==> src/rtl/mem_rmw_arbiter_pkg.sv <==
// Shared types and default widths for the read-modify-write arbiter.
package mem_rmw_pkg;

    localparam int DEF_NUM_REQ = 2;
    localparam int DEF_ADDR_W  = 2;
    localparam int DEF_DATA_W  = 8;

    typedef enum logic [1:0] {
        OP_READ  = 2'b00,
        OP_WRITE = 2'b01,
        OP_INC   = 2'b10,
        OP_CLR   = 2'b11
    } op_e;

    typedef enum logic [1:0] {
        ST_IDLE,
        ST_EXEC,
        ST_RESP
    } state_e;

endpackage

==> src/rtl/mem_rmw_arbiter_rr_arbiter.sv <==
// Combinational round-robin picker: first valid requester at or above ptr, with wrap.
module rr_arbiter
    import mem_rmw_pkg::*;
#(
    parameter int NUM_REQ = DEF_NUM_REQ,
    localparam int IDX_W  = (NUM_REQ > 1) ? $clog2(NUM_REQ) : 1
) (
    input  logic [NUM_REQ-1:0] valid,
    input  logic [IDX_W-1:0]   ptr,
    output logic [NUM_REQ-1:0] grant,
    output logic [IDX_W-1:0]   idx,
    output logic               any
);

    always_comb begin
        int j;
        grant = '0;
        idx   = '0;
        any   = 1'b0;
        j     = 0;
        for (int k = 0; k < NUM_REQ; k++) begin
            j = int'(ptr) + k;
            if (j >= NUM_REQ) j = j - NUM_REQ;
            if (!any && valid[j]) begin
                any      = 1'b1;
                grant[j] = 1'b1;
                idx      = IDX_W'(j);
            end
        end
    end

endmodule

==> src/rtl/mem_rmw_arbiter.sv <==
// Round-robin shared register file executing one atomic READ/WRITE/INC/CLR per grant.
// Optional per-entry even parity with sticky err_o: define MEM_RMW_ARB_PARITY_EN.
module mem_rmw_arbiter
    import mem_rmw_pkg::*;
#(
    parameter int NUM_REQ = DEF_NUM_REQ,
    parameter int ADDR_W  = DEF_ADDR_W,
    parameter int DATA_W  = DEF_DATA_W
) (
    input  logic                      clk,
    input  logic                      rst_n,
    input  logic [NUM_REQ-1:0]        req_valid,
    output logic [NUM_REQ-1:0]        req_ready,
    input  logic [2*NUM_REQ-1:0]      req_op,
    input  logic [ADDR_W*NUM_REQ-1:0] req_addr,
    input  logic [DATA_W*NUM_REQ-1:0] req_wdata,
    output logic [NUM_REQ-1:0]        rsp_valid,
    output logic [DATA_W-1:0]         rsp_rdata,
    output logic                      busy_o,
    output logic                      err_o
);

    localparam int DEPTH = 2 ** ADDR_W;
    localparam int IDX_W = (NUM_REQ > 1) ? $clog2(NUM_REQ) : 1;

    state_e              state, state_nx;
    logic [IDX_W-1:0]    rr_ptr, gnt_idx, arb_idx;
    logic [NUM_REQ-1:0]  arb_grant;
    logic                arb_any;
    logic                accept;
    op_e                 op_q;
    logic [ADDR_W-1:0]   addr_q;
    logic [DATA_W-1:0]   wdata_q;
    logic [DATA_W-1:0]   mem [DEPTH];
    logic [DATA_W-1:0]   old_word, new_word;

    function automatic logic [DATA_W-1:0] inc_wrap(input logic [DATA_W-1:0] v);
        return v + DATA_W'(1);
    endfunction

    rr_arbiter #(.NUM_REQ(NUM_REQ)) u_arb (
        .valid (req_valid),
        .ptr   (rr_ptr),
        .grant (arb_grant),
        .idx   (arb_idx),
        .any   (arb_any)
    );

    always_ff @(posedge clk or negedge rst_n) begin
        if (!rst_n) begin
            state   <= ST_IDLE;
            rr_ptr  <= '0;
            gnt_idx <= '0;
        end else begin
            state <= state_nx;
            if (accept) gnt_idx <= arb_idx;
            if (state == ST_EXEC) rr_ptr <= IDX_W'((int'(gnt_idx) + 1) % NUM_REQ);
        end
    end

    always_comb begin
        state_nx  = state;
        req_ready = '0;
        rsp_valid = '0;
        accept    = 1'b0;
        case (state)
            ST_IDLE: begin
                req_ready = arb_grant;
                accept    = arb_any;
                if (arb_any) state_nx = ST_EXEC;
            end
            ST_EXEC: state_nx = ST_RESP;
            ST_RESP: begin
                rsp_valid[gnt_idx] = 1'b1;
                state_nx           = ST_IDLE;
            end
            default: state_nx = ST_IDLE;
        endcase
    end

    assign busy_o = (state != ST_IDLE);

    // accept edge: payload of the winner is held for the EXEC cycle
    always_ff @(posedge clk) begin
        if (accept) begin
            op_q    <= op_e'(req_op[int'(arb_idx)*2 +: 2]);
            addr_q  <= req_addr[int'(arb_idx)*ADDR_W +: ADDR_W];
            wdata_q <= req_wdata[int'(arb_idx)*DATA_W +: DATA_W];
        end
    end

    assign old_word = mem[addr_q];

    always_comb begin
        new_word = old_word;
        case (op_q)
            OP_WRITE: new_word = wdata_q;
            OP_INC:   new_word = inc_wrap(old_word);
            OP_CLR:   new_word = '0;
            default:  new_word = old_word;
        endcase
    end

    // EXEC stage: return the pre-op value and commit the new one
    always_ff @(posedge clk or negedge rst_n) begin
        if (!rst_n) begin
            for (int i = 0; i < DEPTH; i++) mem[i] <= '0;
            rsp_rdata <= '0;
        end else if (state == ST_EXEC) begin
            rsp_rdata <= old_word;
            if (op_q != OP_READ) mem[addr_q] <= new_word;
        end
    end

`ifdef MEM_RMW_ARB_PARITY_EN
    logic par [DEPTH];
    logic err_q;

    always_ff @(posedge clk or negedge rst_n) begin
        if (!rst_n) begin
            for (int i = 0; i < DEPTH; i++) par[i] <= 1'b0;
            err_q <= 1'b0;
        end else if (state == ST_EXEC) begin
            if ((^old_word) != par[addr_q]) err_q <= 1'b1;
            if (op_q != OP_READ) par[addr_q] <= ^new_word;
        end
    end

    assign err_o = err_q;
`else
    assign err_o = 1'b0;
`endif

endmodule

==> config.mk <==
export PLATFORM = sky130hd
export DESIGN_NAME = mem_rmw_arbiter
export DESIGN_NICKNAME = d
export VERILOG_FILES = /design/src/rtl/mem_rmw_arbiter_pkg.sv /design/src/rtl/mem_rmw_arbiter_rr_arbiter.sv /design/src/rtl/mem_rmw_arbiter.sv
export SDC_FILE = /design/constraint.sdc
export NUM_CORES = 1
export LEC_CHECK = 0
export ABC_AREA = 0
export BUFFER_PORTS_ARGS = -buffer_cell sky130_fd_sc_hd__buf_2
export CAP_MARGIN = 40
export CORE_MARGIN = 2
export CORE_UTILIZATION = 40
export DETAILED_ROUTE_END_ITERATION = 16
export SYNTH_ARGS = -nofsm -noshare
export SYNTH_HDL_FRONTEND = slang
export SYNTH_HIERARCHICAL = 1
export SYNTH_SLANG_ARGS = --single-unit
==> constraint.sdc <==
create_clock -name clk -period 3.07 [get_ports clk]
set_input_delay 0.307 -clock clk [delete_from_list [all_inputs] [get_ports clk]]
set_output_delay 0.307 -clock clk [all_outputs]
set_load 0.05 [all_outputs]
==> flow_results.xml <==
<?xml version="1.0" encoding="UTF-8"?>
<metrics>
  <group name="run_status">
    <metric name="result_of_the_run" unit="">finished, final reports clean</metric>
  </group>
  <group name="route">
    <metric name="remaining_drc_errors" unit="">0</metric>
    <metric name="drt-wirelength-per-cell" unit="um">16.5</metric>
    <metric name="detailedRoute.firstIterationViolations" unit="">219</metric>
    <metric name="drt-total-wl" unit="um">6470</metric>
    <metric name="1st_pass_router_iterations" unit="">4</metric>
    <metric name="via_per_inst" unit="">5.48</metric>
    <metric name="drtAntennaViolNets" unit="">0</metric>
    <metric name="vias" unit="">2144</metric>
  </group>
  <group name="synth">
    <metric name="synth_cells" unit="">247</metric>
    <metric name="synthesis.area" unit="sq um">2910</metric>
    <metric name="synth_area_leader_cell" unit="">sky130_fd_sc_hd__dfrtp_1</metric>
    <metric name="postSynthNetCount" unit="">276</metric>
    <metric name="postSynth.topFlopCell" unit="">sky130_fd_sc_hd__dfrtp_1</metric>
    <metric name="yosysTopAreaCellShare" unit="%">37.8</metric>
    <metric name="yosysWarnings" unit="">6</metric>
    <metric name="post_synthesis_area_per_instance" unit="sq um">11.8</metric>
    <metric name="post_synth_most_frequent_cells" unit="">44 x sky130_fd_sc_hd__dfrtp_1, 26 x sky130_fd_sc_hd__nand2_1, 25 x sky130_fd_sc_hd__mux2_2, 20 x sky130_fd_sc_hd__nor2_1</metric>
    <metric name="ys_seq_elements" unit="">56</metric>
    <metric name="yosysMostFrequentCell" unit="">sky130_fd_sc_hd__dfrtp_1</metric>
    <metric name="synth_enable_flop_cells" unit="">12</metric>
    <metric name="async_flop_share" unit="%">78.6</metric>
    <metric name="synth-seq-area-share" unit="%">50.2</metric>
    <metric name="synthDistinctLibCells" unit="">47</metric>
    <metric name="synthTopCellsByArea" unit="">sky130_fd_sc_hd__dfrtp_1 38%, sky130_fd_sc_hd__edfxtp_1 12%, sky130_fd_sc_hd__mux2_2 9.7%, sky130_fd_sc_hd__mux4_2 6.2%, sky130_fd_sc_hd__nand2_1 3.4%</metric>
  </group>
  <group name="hold_path">
    <metric name="hold-path-cell-count" unit="">2</metric>
    <metric name="hold_path_class" unit="">in2reg</metric>
    <metric name="origin_of_the_worst_min_delay_path" unit="">req_wdata[2]</metric>
    <metric name="timing.hold.worst_endpoint" unit="">wdata_q[2]</metric>
  </group>
  <group name="setup_path">
    <metric name="worst_r2r_endpoint" unit="">mem[18]</metric>
    <metric name="data_arrival_at_the_endpoint_of_the_critical_path" unit="ns">2.65</metric>
    <metric name="critical_path.startpoint_type" unit="">flip-flop</metric>
    <metric name="worst-endpoint-required" unit="ns">3.32</metric>
    <metric name="crit_type" unit="">reg2reg</metric>
    <metric name="critical_path.endpoint_type" unit="">flip-flop</metric>
    <metric name="critical_path.reg2reg.startpoint" unit="">addr_q[0]</metric>
    <metric name="setup.reg_to_reg.worst_slack" unit="ns">0.68</metric>
    <metric name="crit_path_max_fanout" unit="">6</metric>
    <metric name="worst-r2r-cell-count" unit="">5</metric>
    <metric name="worstSetupStartpoint" unit="">addr_q[0]</metric>
  </group>
  <group name="grt">
    <metric name="grt_antenna_before_repair" unit="">0</metric>
    <metric name="via_count_of_the_first_global_routing_pass" unit="">2198</metric>
    <metric name="grtUsageTotal" unit="%">18.0</metric>
    <metric name="grt_overflow" unit="">0</metric>
    <metric name="grt_max_degree" unit="">24</metric>
    <metric name="wire_length_of_the_first_global_routing_pass" unit="um">11000</metric>
  </group>
  <group name="timing">
    <metric name="timing.final.setup_violations" unit="">0</metric>
    <metric name="relSlewSlack" unit="%">45.1</metric>
    <metric name="grt_setup_unrepaired" unit="">false</metric>
    <metric name="final_min_period_over_clock_period" unit="%">78.0</metric>
    <metric name="worst_pin_slew" unit="ns">0.824</metric>
    <metric name="timing.clock.skew" unit="ns">0.00952</metric>
    <metric name="maxSlewViolCount" unit="">0</metric>
    <metric name="layout_min_cycle_time" unit="ns">2.39</metric>
    <metric name="setup_total_negative_slack" unit="ns">0</metric>
    <metric name="timing.final.hold_violations" unit="">0</metric>
    <metric name="fmax" unit="MHz">418</metric>
  </group>
  <group name="power_and_ir_drop">
    <metric name="net_switching_share_of_the_total_power" unit="%">44.1</metric>
    <metric name="power_per_cell_area" unit="nW/um^2">1040</metric>
    <metric name="power_spent_charging_and_discharging_nets" unit="mW">1.53</metric>
    <metric name="pwr-share-seq" unit="%">38.8</metric>
    <metric name="p_int" unit="mW">1.94</metric>
    <metric name="power.combinational.fraction" unit="%">49.0</metric>
    <metric name="post-layout-total-power" unit="mW">3.47</metric>
    <metric name="clkPwrFrac" unit="%">12.2</metric>
    <metric name="irDropWorstVdd" unit="V">0.000463</metric>
    <metric name="power.static_leakage" unit="nW">1.44</metric>
  </group>
  <group name="finish">
    <metric name="antenna-diode-count" unit="">0</metric>
    <metric name="areaGrowthSynthToFinish" unit="%">14.7</metric>
    <metric name="fin_nets" unit="">320</metric>
    <metric name="postLayoutCellArea" unit="sq um">3340</metric>
    <metric name="area.sequential" unit="sq um">1460</metric>
    <metric name="layout.cells.non_filler" unit="">391</metric>
    <metric name="post_route_cells_drive_above_1_share" unit="%">33.6</metric>
    <metric name="multi_input_area" unit="sq um">1350</metric>
    <metric name="filler_cell_count" unit="">683</metric>
  </group>
  <group name="floorplan">
    <metric name="ioPinCount" unit="">42</metric>
    <metric name="full_die_area" unit="sq um">7980</metric>
    <metric name="die_h" unit="um">89.3</metric>
    <metric name="die_width" unit="um">89.3</metric>
    <metric name="design.core.area" unit="sq um">7140</metric>
    <metric name="initial_utilization" unit="%">40.8</metric>
    <metric name="placementRows" unit="">31</metric>
  </group>
  <group name="clock_tree">
    <metric name="cts_setup_buffers" unit="">0</metric>
    <metric name="buffers_from_clock_root_to_sink_at_most" unit="">2</metric>
    <metric name="cts-resized-gates" unit="">0</metric>
    <metric name="clock-sinks" unit="">56</metric>
    <metric name="cts_buffers" unit="">5</metric>
    <metric name="clk-insertion-delay-late" unit="ns">0.31</metric>
    <metric name="cts_tree" unit="">yes</metric>
    <metric name="cts.htree.levels" unit="">2</metric>
    <metric name="clock_edge_transition_at_the_registers_on_the_reported_setup_and_hold_paths" unit="ns">0.10</metric>
    <metric name="ctsRootBufferMaster" unit="">sky130_fd_sc_hd__clkbuf_8</metric>
  </group>
  <group name="placement">
    <metric name="io_buffers" unit="">40</metric>
    <metric name="place_congestion" unit="">0.895</metric>
    <metric name="placedCellCount" unit="">382</metric>
    <metric name="dp_hpwl" unit="um">4930</metric>
    <metric name="placement.cell_area" unit="sq um">3230</metric>
  </group>
  <group name="job">
    <metric name="timing.max_cap.violations" unit="">0</metric>
  </group>
</metrics>
-- cell families after synthesis --
kind of cell / share of synthesized area [%]
other: 0.129
adders and majority gates: 0.430
xor gates and xnor gates: 0.301
and+or+nand+nor: 15.8
AOI/OAI and AO/OA: 11.9
buffers and inverters: 3.61
muxes: 17.6
DFF: 50.2
-- critical path, stage by stage, from the launching register on --
cell                       delay (ns)
sky130_fd_sc_hd__edfxtp_1        0.58
sky130_fd_sc_hd__mux4_2          0.65
sky130_fd_sc_hd__ha_1            0.29
sky130_fd_sc_hd__mux2_1          0.30
sky130_fd_sc_hd__o22ai_1         0.29
sky130_fd_sc_hd__mux2_2          0.22
-- layout by cell type (no fill, tap or decap), drive strengths merged, types with 2 or more instances in the layout --
cell    instances
buf            48
nand4           9
a22o            3
inv             7
a21oi           8
nand3           2
a211oi          8
clkbuf          6
o22ai           9
nand2          26
mux2           26
and2            6
mux2i           4
a31oi          12
a21boi          3
dfrtp          44
a21bo           2
nor4            4
or2             2
mux4            8
nor2           21
o21ai           4
edfxtp         12
nor2b           2
nand2b          2
-- routing by layer --
metal | up-vias | global-route usage [%] | part of all wire, %
li1 | 1020 | - | -
met1 | 1040 | 25.6 | 46
met2 | 71 | 28.7 | 48
met3 | 13 | 2.77 | 5.0
met4 | 0 | 5.56 | 1.6
met5 | - | 0 | 0
-- flip-flops by register name (all words and copies together) (netlist names) --
name and flops:
rr_ptr 1, rsp_rdata 8, state 2, op_q 2, mem 32, gnt_idx 1
wdata_q 8, addr_q 2
-- cell type report --
cell class / count / area share [%]
Clock buffer: 6 / 2.47
Sequential cell: 56 / 43.8
Clock inverter: 2 / 0.412
Multi-Input combinational cell: 173 / 40.3
Tap cell: 99 / 3.71
Timing Repair Buffer: 49 / 8.69
Inverter: 6 / 0.674
-- timing repair --
action                     CTS  global route
setup endpoints to repair    0             0
hold buffers                 1             0
hold endpoints to repair    12             0
-- power by group through the flow --
stage          clock network (mW)  logic, mW  registers, mW
6_report                    0.422       1.70           1.34
5_1_grt                     0.466       1.85           1.39
4_1_cts                     0.440       1.70           1.35
3_5_place_dp                    0       1.70           1.36
3_3_place_gp                    0       1.68           1.36
2_1_floorplan                   0       1.23           1.41
-- metrics by stage --
step                hold slack, ns  util [%]  setup slack (ns)
floorplan                   0.0114         -             0.961
global placement             0.459      44.9             0.697
detailed placement           0.330      45.3             0.687
CTS                          0.282      46.8             0.652
global route                 0.288      46.8             0.504
finish                       0.292      46.8             0.675
-- worst max path at each step --
stage	to	slack [ns]	cells after the start
after global placement	mem[26]	0.70	5
after floorplan	mem[18]	0.96	7
final	mem[18]	0.68	5
after CTS	mem[10]	0.65	5
after global routing	mem[10]	0.50	5
after detailed placement	mem[26]	0.69	5
(Power assumes the default switching activity.)
